<file path="config.mk">
export PLATFORM = sky130hd
export DESIGN_NAME = ifetch_unit
export DESIGN_NICKNAME = d
export VERILOG_FILES = /design/src/rtl/ifetch_unit.sv
export SDC_FILE = /design/constraint.sdc
export NUM_CORES = 1
export LEC_CHECK = 0
export CORE_MARGIN = 5
export CORE_UTILIZATION = 40
export CTS_CLUSTER_DIAMETER = 120
export DETAILED_ROUTE_END_ITERATION = 8
export GPL_TIMING_DRIVEN = 0
export PLACE_DENSITY = 0.62
export SLEW_MARGIN = 20
export SYNTH_ARGS = -nofsm -noshare
export SYNTH_HDL_FRONTEND = slang
export SYNTH_SLANG_ARGS = --single-unit
export TNS_END_PERCENT = 50
</file>
<file path="constraint.sdc">
create_clock -name clk -period 10.7 [get_ports clk]
set_input_delay 1.07 -clock clk [delete_from_list [all_inputs] [get_ports clk]]
set_output_delay 1.07 -clock clk [all_outputs]
set_load 0.05 [all_outputs]
</file>
<file path="src/rtl/ifetch_unit.sv">
// Instruction-fetch initiator: owns the PC, issues in-order word fetches over a
// req/gnt + rvalid memory interface, buffers returned words with their PCs and
// hands them to decode via valid/ready. Redirects flush the buffer and drop any
// responses still in flight.
// Optional: define IFETCH_BYPASS_EN to forward a response straight to decode
// when the buffer is empty (one cycle less latency).
module ifetch_unit #(
  parameter logic [31:0] RESET_PC        = 32'h0000_0000,
  parameter int          FIFO_DEPTH      = 2,
  parameter int          MAX_OUTSTANDING = 2
) (
  input  logic        clk,
  input  logic        rst,
  input  logic        jump_en_i,
  input  logic [31:0] jump_addr_i,
  output logic        mem_req_o,
  output logic [31:0] mem_addr_o,
  input  logic        mem_gnt_i,
  input  logic        mem_rvalid_i,
  input  logic [31:0] mem_rdata_i,
  output logic [31:0] inst_o,
  output logic [31:0] inst_addr_o,
  output logic        inst_valid_o,
  input  logic        inst_ready_i
);

  localparam int PW = $clog2(FIFO_DEPTH);
  localparam int CW = $clog2(FIFO_DEPTH + 1);
  localparam int TW = (MAX_OUTSTANDING > 1) ? $clog2(MAX_OUTSTANDING) : 1;
  localparam int OW = $clog2(MAX_OUTSTANDING + 1);
  localparam logic [31:0] NOP = 32'h0000_0013;

  typedef enum logic {S_IDLE, S_RUN} state_t;

  state_t          state;
  logic [31:0]     pc;
  logic [OW-1:0]   outstanding, drop, out_next;
  logic [TW-1:0]   tag_wr, tag_rd;
  logic [31:0]     tag_mem [MAX_OUTSTANDING];
  logic [PW-1:0]   rd_ptr, wr_ptr;
  logic [CW-1:0]   count;
  logic [31:0]     fifo_data [FIFO_DEPTH];
  logic [31:0]     fifo_addr [FIFO_DEPTH];

  logic        fire, rv, keep, byp, buf_valid, push, pop;
  logic [31:0] tag_head, target;
  logic        unused_jump_lsb;

  assign unused_jump_lsb = ^jump_addr_i[1:0];
  assign target          = {jump_addr_i[31:2], 2'b00};

  function automatic logic [TW-1:0] tag_inc(input logic [TW-1:0] p);
    return (p == TW'(MAX_OUTSTANDING - 1)) ? '0 : p + TW'(1);
  endfunction

  // Only issue when the response is guaranteed a buffer slot (dropped ones excluded).
  assign mem_req_o  = (state == S_RUN) &&
                      (32'(outstanding) < MAX_OUTSTANDING) &&
                      (32'(count) + 32'(outstanding) - 32'(drop) < FIFO_DEPTH);
  assign mem_addr_o = pc;

  // A response with nothing outstanding is a protocol violation and is ignored.
  assign fire      = mem_req_o & mem_gnt_i;
  assign rv        = mem_rvalid_i & (outstanding != '0);
  assign tag_head  = tag_mem[tag_rd];
  assign keep      = rv & (drop == '0) & ~jump_en_i;
  assign buf_valid = (count != '0);
  assign out_next  = outstanding + OW'(fire) - OW'(rv);

`ifdef IFETCH_BYPASS_EN
  assign byp = keep & ~buf_valid;
`else
  assign byp = 1'b0;
`endif

  assign inst_valid_o = buf_valid | byp;
  assign inst_o       = byp ? mem_rdata_i : fifo_data[rd_ptr];
  assign inst_addr_o  = byp ? tag_head    : fifo_addr[rd_ptr];
  assign pop          = buf_valid & inst_ready_i & ~jump_en_i;
  assign push         = keep & ~(byp & inst_ready_i);

  // Control FSM: idle for one cycle after reset, then fetch forever.
  always_ff @(posedge clk or posedge rst) begin
    if (rst) state <= S_IDLE;
    else begin
      case (state)
        S_IDLE:  state <= S_RUN;
        default: state <= S_RUN;
      endcase
    end
  end

  // PC, in-flight count and number of responses to discard after a redirect.
  always_ff @(posedge clk or posedge rst) begin
    if (rst) begin
      pc          <= RESET_PC;
      outstanding <= '0;
      drop        <= '0;
    end else begin
      outstanding <= out_next;
      if (jump_en_i)    pc <= target;
      else if (fire)    pc <= pc + 32'd4;
      if (jump_en_i)               drop <= out_next;
      else if (rv && drop != '0)   drop <= drop - OW'(1);
    end
  end

  // Tag queue: PC of every granted request, retired in order by rvalid.
  always_ff @(posedge clk or posedge rst) begin
    if (rst) begin
      tag_wr <= '0;
      tag_rd <= '0;
      for (int i = 0; i < MAX_OUTSTANDING; i++) tag_mem[i] <= '0;
    end else begin
      if (fire) begin
        tag_mem[tag_wr] <= pc;
        tag_wr          <= tag_inc(tag_wr);
      end
      if (rv) tag_rd <= tag_inc(tag_rd);
    end
  end

  // Instruction buffer; a redirect empties it and suppresses this cycle's pop.
  always_ff @(posedge clk or posedge rst) begin
    if (rst) begin
      rd_ptr <= '0;
      wr_ptr <= '0;
      count  <= '0;
      for (int i = 0; i < FIFO_DEPTH; i++) begin
        fifo_data[i] <= NOP;
        fifo_addr[i] <= '0;
      end
    end else if (jump_en_i) begin
      rd_ptr <= '0;
      wr_ptr <= '0;
      count  <= '0;
    end else begin
      if (push) begin
        fifo_data[wr_ptr] <= mem_rdata_i;
        fifo_addr[wr_ptr] <= tag_head;
        wr_ptr            <= wr_ptr + PW'(1);
      end
      if (pop) rd_ptr <= rd_ptr + PW'(1);
      count <= count + CW'(push) - CW'(pop);
    end
  end

`ifndef SYNTHESIS
  // Memory must never return data that was not requested.
  a_no_spurious_rvalid: assert property (@(posedge clk) disable iff (rst)
    mem_rvalid_i |-> (outstanding != '0));
`endif

endmodule

</file>
==> flow_summary.toml, run 1 <==
[sta]
relSlewSlack_pct = 46.07
finalMaxSlewViolations = 0
fin_tns_setup_ns = 0
setup_slack_ns = 6.006
fmax_mhz = 213.0
fin_crit_sh_pct = 43.87
worst_pin_slew_ns = 0.8089
rsz0062_at_grt = "no"
clock-skew-final_ns = 0.007021
final-hold-violation-count = 0
finalSetupViolations = 0
post-route-min-period_ns = 4.694

[setup_path]
setup.worst_path.start_class = "register"
slowest_delay_ns = 0.73
ff2ff_setup_slack_ns = 7.23
end_kind = "output port"
reg2reg_to = "drop[1]"
cp_cell_sequence = "fa_1 > fa_1 > a21o_1 > a31oi_1 > nor2_1 > clkdlybuf4s50_1"
r2r_cells = 13
crit_type = "reg -> out"
crit_fanout = 7
critPathRequiredTime_ns = 9.63
crit_top_cell = "fa_1"
cp_data_arrival_time_ns = 3.62
slowest_stage = "clkdlybuf4s50_1"
r2r-start = "outstanding[1]"

[detailed_routing]
vias = 6983
drc = 0
drt_first_iter_violations = 388
antenna_left = 0
drt-total-wl_um = 24570
vias_per_cell = 5.031
route.detailed.wl_per_inst_um = 17.70
firstDrtPassIters = 4

[clocking]
path_clk_slew_ns = 0.06
cts_tree = "done"
clk_path_buf_depth = 3
ctsHoldBuffers = 0
cts_sinks = 225
clkLatencyLatePin_ns = 0.50
cts-resized-gates = 0
postCtsSetupBuffers = 0
cts_buffers = 25
ctsRootBufferMaster = "clkbuf_16"
htree_levels = 1

[power_and_ir_drop]
p_total_w = 0.004052
power_density_nw_per_um2 = 304.7
p_leak_nw = 5.748
vdd_drop_max_uv = 199.9

[final_layout]
layout-drive-gt1-share_pct = 26.21
multiInputGateArea_um2 = 4420
diodes = 0
final-seq-area_um2 = 5638
fill_cells = 2313
area_growth_syn_to_layout_pct = 28.34
final_nets = 1115

[min_path]
min_from = "fifo_addr[27]"
holdPathEnd = "fifo_addr[27]"
min_path_type = "reg -> reg"
hold_depth = 2

[synth]
synth-async-reset-ratio_pct = 100.0
yosysWarnings = 0
synth_flop_cell = "dfrtp_1"
ys_types = 53
ys_ff_latch = 225
synth_edf_count = 0
synth_top_area_share_pct = 52.89
syn-cell-area_um2 = 10360
synth_area_per_cell_um2 = 12.29
synthCells = 843
ys_seq_area_share_pct = 54.41
ys_top_cells_by_area = "dfrtp_1 (53%), mux2_2 (20%), mux2i_1 (3.2%)"
yosys-top-cells-count = "dfrtp_1 (219), mux2_2 (182), nand2_1 (76)"
synth_area_leader_cell = "dfrtp_1"
yosysMostFrequentCell = "dfrtp_1"

[global_route]
overflow = 0
grt_first_pass_wirelength_um = 39770
grt_max_degree = 90
antenna_found_initial = 0
grt_pass1_vias = 7268
grtUsageTotal_pct = 16.81

[placed_design]
dp_slack_ns = 6.568
dp_hpwl_um = 17450
io_buffer_count = 160
place.gp.congestion = 0.8187

[floorplan]
die_w_um = 170.9
io_pins = 168
num_rows = 59
die_area_um2 = 29220
fp.dieH_um = 170.9
core_area_um2 = 25760
start_util_pct = 40.22

[job]
max_cap_violations = 0

[run_status]
run_status = "finished, final reports clean"
## cells by family (layout without fill, tap and decap cells)
kind of cell             Yosys count  count (layout)  share of synthesized area, %
flip-flops                       225             225                         54.41
multiplexers                     219             219                         23.40
AND/OR/NAND/NOR                  172             172                         8.067
AO/OA/AOI/OAI                    118             118                         7.209
buffers and inverters             68             275                         3.031
XOR/XNOR                          29              29                         2.451
adder cells (fa/ha/maj)           10              10                         1.353
other                              2               5                       0.07248
## critical path, delay by kind of cell, from the launching register on
| family | cells | cell delay [ns] |
|---|---|---|
| compound gates | 2 | 0.69 |
| fa+ha+maj | 2 | 1.08 |
| buf+inv | 1 | 0.73 |
| flops | 1 | 0.48 |
| simple gates | 1 | 0.14 |
## cells in the final DEF (no fill, tap or decap), drive strengths merged, types with 8 or more instances in the layout
cell type        n
dfrtp          219
mux2           186
clkdlybuf4s50  160
nand2           76
o21ai           61
clkbuf          56
nor2            42
buf             40
mux2i           33
a21oi           31
xnor2           25
inv             13
nand3           10
a2111oi          9
ha               8
## how the worst max path moves through the flow
stage | from | end | cells past startpoint
2_1_floorplan | rst | count[0] | 1
3_3_place_gp | rst | mem_addr_o[28] | 2
3_5_place_dp | outstanding[1] | mem_req_o | 6
4_1_cts | outstanding[1] | mem_req_o | 6
5_1_grt | outstanding[1] | mem_req_o | 6
6_report | outstanding[1] | mem_req_o | 6
## metal layers
metal | vias up | share of wire (%) | wire (µm) | track usage [%]
li1 | 3357 | - | - | -
met3 | 30 | 5.7 | 1407 | 2.703
met2 | 165 | 44 | 10850 | 26.44
met1 | 3431 | 48 | 11890 | 24.64
met4 | 0 | 1.7 | 423 | 3.858
met5 | - | 0 | 0 | 0
## state kept, by name, indices dropped and copies added (netlist names), 2 cells and up
| signal | flops |
|---|---|
| drop | 2 |
| fifo_data | 64 |
| count | 2 |
| fifo_addr | 60 |
| mem_addr_o | 30 |
| tag_mem | 60 |
| outstanding | 2 |
## per-stage QoR
stage          area, µm²  hold WS, ns  util [%]  std cells
2_1_floorplan      10370       0.4444         -        846
3_3_place_gp       12390       0.4551     48.10       1341
3_5_place_dp       12460       0.4646     48.35       1343
4_1_cts            13300       0.4781     51.61       1388
5_1_grt            13300       0.4898     51.61       1388
6_report           13300       0.4714     51.61       1388
## report_power, final
part	switching [W]	internal, W	total, W
Combinational	0.00109	0.000748	0.00184
Clock	0.000334	0.000522	0.000856
Sequential	0.000173	0.00119	0.00136
## cell type report
| class | count | share of cell area [%] |
|---|---|---|
| Buffer | 55 | 1.995 |
| Clock buffer | 39 | 5.852 |
| Clock inverter | 6 | 0.4799 |
| Inverter | 13 | 0.4234 |
| Multi-Input combinational cell | 553 | 33.24 |
| Sequential cell | 225 | 42.40 |
| Tap cell | 335 | 3.152 |
| Timing Repair Buffer | 162 | 12.46 |
Power figures use the tool's default switching activity.
==> inputs of run 2 (changes only) <==
- PLACE_DENSITY: 0.62 -> 0.64
- clock period: 10.7 -> 4.3 ns (I/O delays scaled with it)
==> flow_summary.toml, run 2 (same netlist as run 1, synthesis figures left out) <==
[setup_path]
cp_data_arrival_time_ns = 3.63
slowest_delay_ns = 0.83
r2r_cells = 13
crit_fanout = 7
critPathRequiredTime_ns = 3.87
cp_num_buf_inv = 1
crit_type = "reg -> out"
r2r-start = "outstanding[1]"
ff2ff_setup_slack_ns = 0.81
setup.worst_path.start_class = "register"
cp_cell_sequence = "fa_1 > fa_1 > nor3b_4 > nand2_1 > nor2_1 > clkdlybuf4s50_1"
cp_top_family = "adder cells"
crit_top_cell = "fa_1"
end_kind = "output port"
reg2reg_to = "drop[1]"
slowest_stage = "clkdlybuf4s50_1"

[run_status]
run_status = "finished, final reports clean"

[min_path]
min_path_type = "in -> async"

[floorplan]
die_area_um2 = 29220
core_area_um2 = 25760
die_w_um = 170.9
io_pins = 168
fp.dieH_um = 170.9
num_rows = 59
start_util_pct = 40.22

[final_layout]
multiInputGateArea_um2 = 4420
layout.cells.non_filler = 1396
layout_commonest_cell = "dfrtp_1"
area_growth_syn_to_layout_pct = 31.00
final_nets = 1121
layout_top_registers = "fifo_data (64), fifo_addr (60), tag_mem (60)"
final-seq-area_um2 = 5638
final_area_um2 = 13570
largest_reg_flops = 64
diodes = 0
final_cell_mix = "dfrtp_1 (219), mux2_2 (182), clkdlybuf4s50_1 (160)"
fill_cells = 2248
layout-drive-gt1-share_pct = 27.14
top_register = "fifo_data"
fin_util_pct = 52.68

[sta]
final-hold-violation-count = 0
fmax_mhz = 246.1
relSlewSlack_pct = 46.28
post-route-min-period_ns = 4.064
setup_slack_ns = 0.2364
worst_hold_slack_ns = 0.3504
finalSetupViolations = 0
rsz0062_at_grt = "no"
clock-skew-final_ns = 0.01709
fin_crit_sh_pct = 94.50
worst_pin_slew_ns = 0.8058
finalMaxSlewViolations = 0

[global_route]
grt_max_degree = 34
grt_pass1_vias = 7446
grtUsageTotal_pct = 17.14
antenna_found_initial = 0
overflow = 0
grt_first_pass_wirelength_um = 40740

[detailed_routing]
drt_first_iter_violations = 374
antenna_left = 0
firstDrtPassIters = 4
route.detailed.wl_per_inst_um = 17.78
drc = 0
drt-total-wl_um = 24820
vias_per_cell = 5.077
vias = 7087

[clocking]
path_clk_slew_ns = 0.06
ctsHoldBuffers = 0
ctsRootBufferMaster = "clkbuf_16"
postCtsSetupBuffers = 0
cts_buffers = 26
htree_levels = 1
clkLatencyLatePin_ns = 0.52
clk_path_buf_depth = 3
cts_tree = "done"
cts-resized-gates = 0
cts_sinks = 225

[power_and_ir_drop]
power_density_nw_per_um2 = 778.9
p_int_w = 0.006527
vdd_drop_max_uv = 441.4
netSwitchingPower_w = 0.004045
power_frac_comb_pct = 43.4
power_frac_seq_pct = 32.1
p_sw_share_pct = 38.26
p_leak_nw = 5.888
clkPwrFrac_pct = 24.5

[placed_design]
dp_slack_ns = 0.7841
dp_hpwl_um = 17960
dp_cells = 1348
place.gp.congestion = 0.8134
dpl-instance-area_um2 = 12540
io_buffer_count = 160

[job]
max_cap_violations = 0
[run 2: worst max-delay path by stage]
stage                              start        endpoint  slack, ns  depth (start not counted)
after floorplan                      rst        count[0]       0.94                          1
after global placement               rst  mem_addr_o[28]      -0.85                          2
after detailed placement  outstanding[1]         drop[1]       0.78                         13
after CTS                 outstanding[1]       mem_req_o       0.23                          6
after global routing      outstanding[1]       mem_req_o       0.10                          6
final                     outstanding[1]       mem_req_o       0.24                          6
[run 2: cell type report]
cell class              count  area share [%]
flip-flops and latches    225           41.54
clock inverters            16           2.148
plain buffers              55           1.954
clock buffers              32           5.485
well taps                 335           3.088
repair buffers            167           12.83
multi-input cells         553           32.57
inverters                  13          0.3872
[run 2: layer usage]
metal	part of all wire, %	GRT usage [%]	wire length, µm
met1	48	25.12	11860
met4	1.4	3.548	344
met2	45	27.22	11220
met3	5.6	2.680	1392
met5	0	0	0
[run 2: metrics by stage]
step / TNS, ns / power, W
floorplan: 0 / 0.006682
global placement: -183.16 / 0.007959
detailed placement: 0 / 0.008047
CTS: 0 / 0.01070
global route: 0 / 0.01116
finish: 0 / 0.01057
[run 2: power by group through the flow]
stage | Combinational, W | Sequential (W) | Clock (W)
2_1_floorplan | 0.00329 | 0.00339 | 0
3_3_place_gp | 0.00456 | 0.00340 | 0
3_5_place_dp | 0.00462 | 0.00343 | 0
4_1_cts | 0.00464 | 0.00340 | 0.00266
5_1_grt | 0.00491 | 0.00351 | 0.00275
6_report | 0.00459 | 0.00340 | 0.00259
==> inputs of run 3 (changes only) <==
- CORE_ASPECT_RATIO: not set -> 0.8
==> flow_summary.toml, run 3 (same netlist as run 1, synthesis figures left out) <==
[setup_path]
end_kind = "output port"
reg2reg_to = "mem_addr_o[20]"
ff2ff_setup_slack_ns = 0.80
setup.worst_path.start_class = "register"
slowest_delay_ns = 0.84
critPathRequiredTime_ns = 3.87
crit_top_cell = "fa_1"
slowest_stage = "clkdlybuf4s50_1"
crit_type = "reg -> out"
r2r-start = "outstanding[1]"
r2r_cells = 7
cp_cell_sequence = "fa_1 > fa_1 > nor3b_4 > nand2_1 > nor2_1 > clkdlybuf4s50_1"
crit_fanout = 7
cp_data_arrival_time_ns = 3.74

[clocking]
htree_levels = 1
cts-resized-gates = 0
path_clk_slew_ns = 0.06
cts_sinks = 225
cts_tree = "done"
cts_buffers = 23
clk_path_buf_depth = 3
ctsHoldBuffers = 0
ctsRootBufferMaster = "clkbuf_16"
postCtsSetupBuffers = 0
clkLatencyLatePin_ns = 0.51

[floorplan]
core_area_um2 = 25440
fp.dieH_um = 154.0
die_area_um2 = 29240
die_w_um = 189.9
start_util_pct = 40.73
num_rows = 52
io_pins = 168

[global_route]
grt_use_met1_pct = 26.54
grtUsageTotal_pct = 17.59
use_met2_pct = 26.81
antenna_found_initial = 0
overflow = 0
grtUsageMet3_pct = 2.924
grt_first_pass_wirelength_um = 41600
grt_max_degree = 34
grt_pass1_vias = 7368
busiest_layer = "met2"

[detailed_routing]
vias = 7027
antenna_left = 0
drc = 0
vias_per_cell = 4.998
drt-total-wl_um = 26270
firstDrtPassIters = 5
drt_first_iter_violations = 300
route.detailed.wl_per_inst_um = 18.68

[sta]
post-route-min-period_ns = 4.167
final-hold-violation-count = 0
fin_crit_sh_pct = 96.92
rsz0062_at_grt = "no"
relSlewSlack_pct = 34.99
worst_pin_slew_ns = 0.9662
finalSetupViolations = 0
finalMaxSlewViolations = 0
fmax_mhz = 240.0
clock-skew-final_ns = 0.01301
worst_hold_slack_ns = 0.3174

[final_layout]
largest_reg_flops = 64
layout-drive-gt1-share_pct = 25.97
final_cell_mix = "dfrtp_1 (219), mux2_2 (182), clkdlybuf4s50_1 (160)"
area_growth_syn_to_layout_pct = 28.34
diodes = 0
layout_top_registers = "fifo_data (64), fifo_addr (60), tag_mem (60)"
fill_cells = 2248
layout_commonest_cell = "dfrtp_1"
top_register = "fifo_data"
final_nets = 1119

[power_and_ir_drop]
power_density_nw_per_um2 = 746.9
p_total_w = 0.009932
vdd_drop_max_uv = 449.1
p_leak_nw = 5.728

[placed_design]
place.gp.congestion = 0.7769
dp_hpwl_um = 18920
io_buffer_count = 160

[min_path]
min_path_type = "in -> async"

[job]
max_cap_violations = 0

[run_status]
run_status = "finished, final reports clean"
==> run 3: how the worst max path moves through the flow <==
| stage | startpoint | endpoint | slack (ns) | cells past startpoint |
|---|---|---|---|---|
| 2_1_floorplan | rst | count[0] | 0.94 | 1 |
| 3_3_place_gp | rst | fifo_addr[61] | -0.88 | 2 |
| 3_5_place_dp | outstanding[1] | mem_req_o | 0.68 | 6 |
| 4_1_cts | outstanding[1] | mem_req_o | 0.13 | 6 |
| 5_1_grt | outstanding[1] | mem_req_o | 0.03 | 6 |
| 6_report | outstanding[1] | mem_req_o | 0.13 | 6 |
==> run 3: worst max-delay path: cells and delay by family, from the launching register on <==
family | cells | cell delay, ns
flops | 1 | 0.47
simple gates | 3 | 0.82
fa+ha+maj | 2 | 1.10
buf+inv | 1 | 0.84
==> run 3: metal layers <==
| metal | up-vias | share of wire (%) |
|---|---|---|
| met5 | - | 0 |
| met4 | 0 | 1.9 |
| met1 | 3499 | 49 |
| met2 | 152 | 44 |
| met3 | 32 | 4.7 |
| li1 | 3344 | - |
==> run 3: through the flow <==
step                util, %  setup TNS, ns  worst slack [ns]  area [µm²]  instances
floorplan                 -              0            0.9369       10380        846
global placement      48.81        -189.09           -0.8755       12420       1357
detailed placement    49.47              0            0.6801       12580       1365
CTS                   52.27              0            0.1253       13300       1406
global route          52.27              0           0.02509       13300       1406
finish                52.27              0            0.1326       13300       1406
==> run 3: where the power goes <==
part / internal [W] / switching [W] / leakage (nW)
clock network: 0.00109 / 0.000820 / 0.344
logic: 0.00187 / 0.00275 / 2.53
registers: 0.00295 / 0.000445 / 2.85
total: 0.00592 / 0.00402 / 5.73
==> run 3: cell type report <==
cell class / instances / area (µm²) / area share, %
plain buffers: 55 / 265.3 / 1.995
clock buffers: 37 / 688.2 / 5.175
clock inverters: 4 / 25.02 / 0.1882
inverters: 13 / 52.55 / 0.3952
multi-input cells: 553 / 4420 / 33.24
flip-flops and latches: 225 / 5638 / 42.40
well taps: 351 / 439.2 / 3.303
repair buffers: 168 / 1769 / 13.30
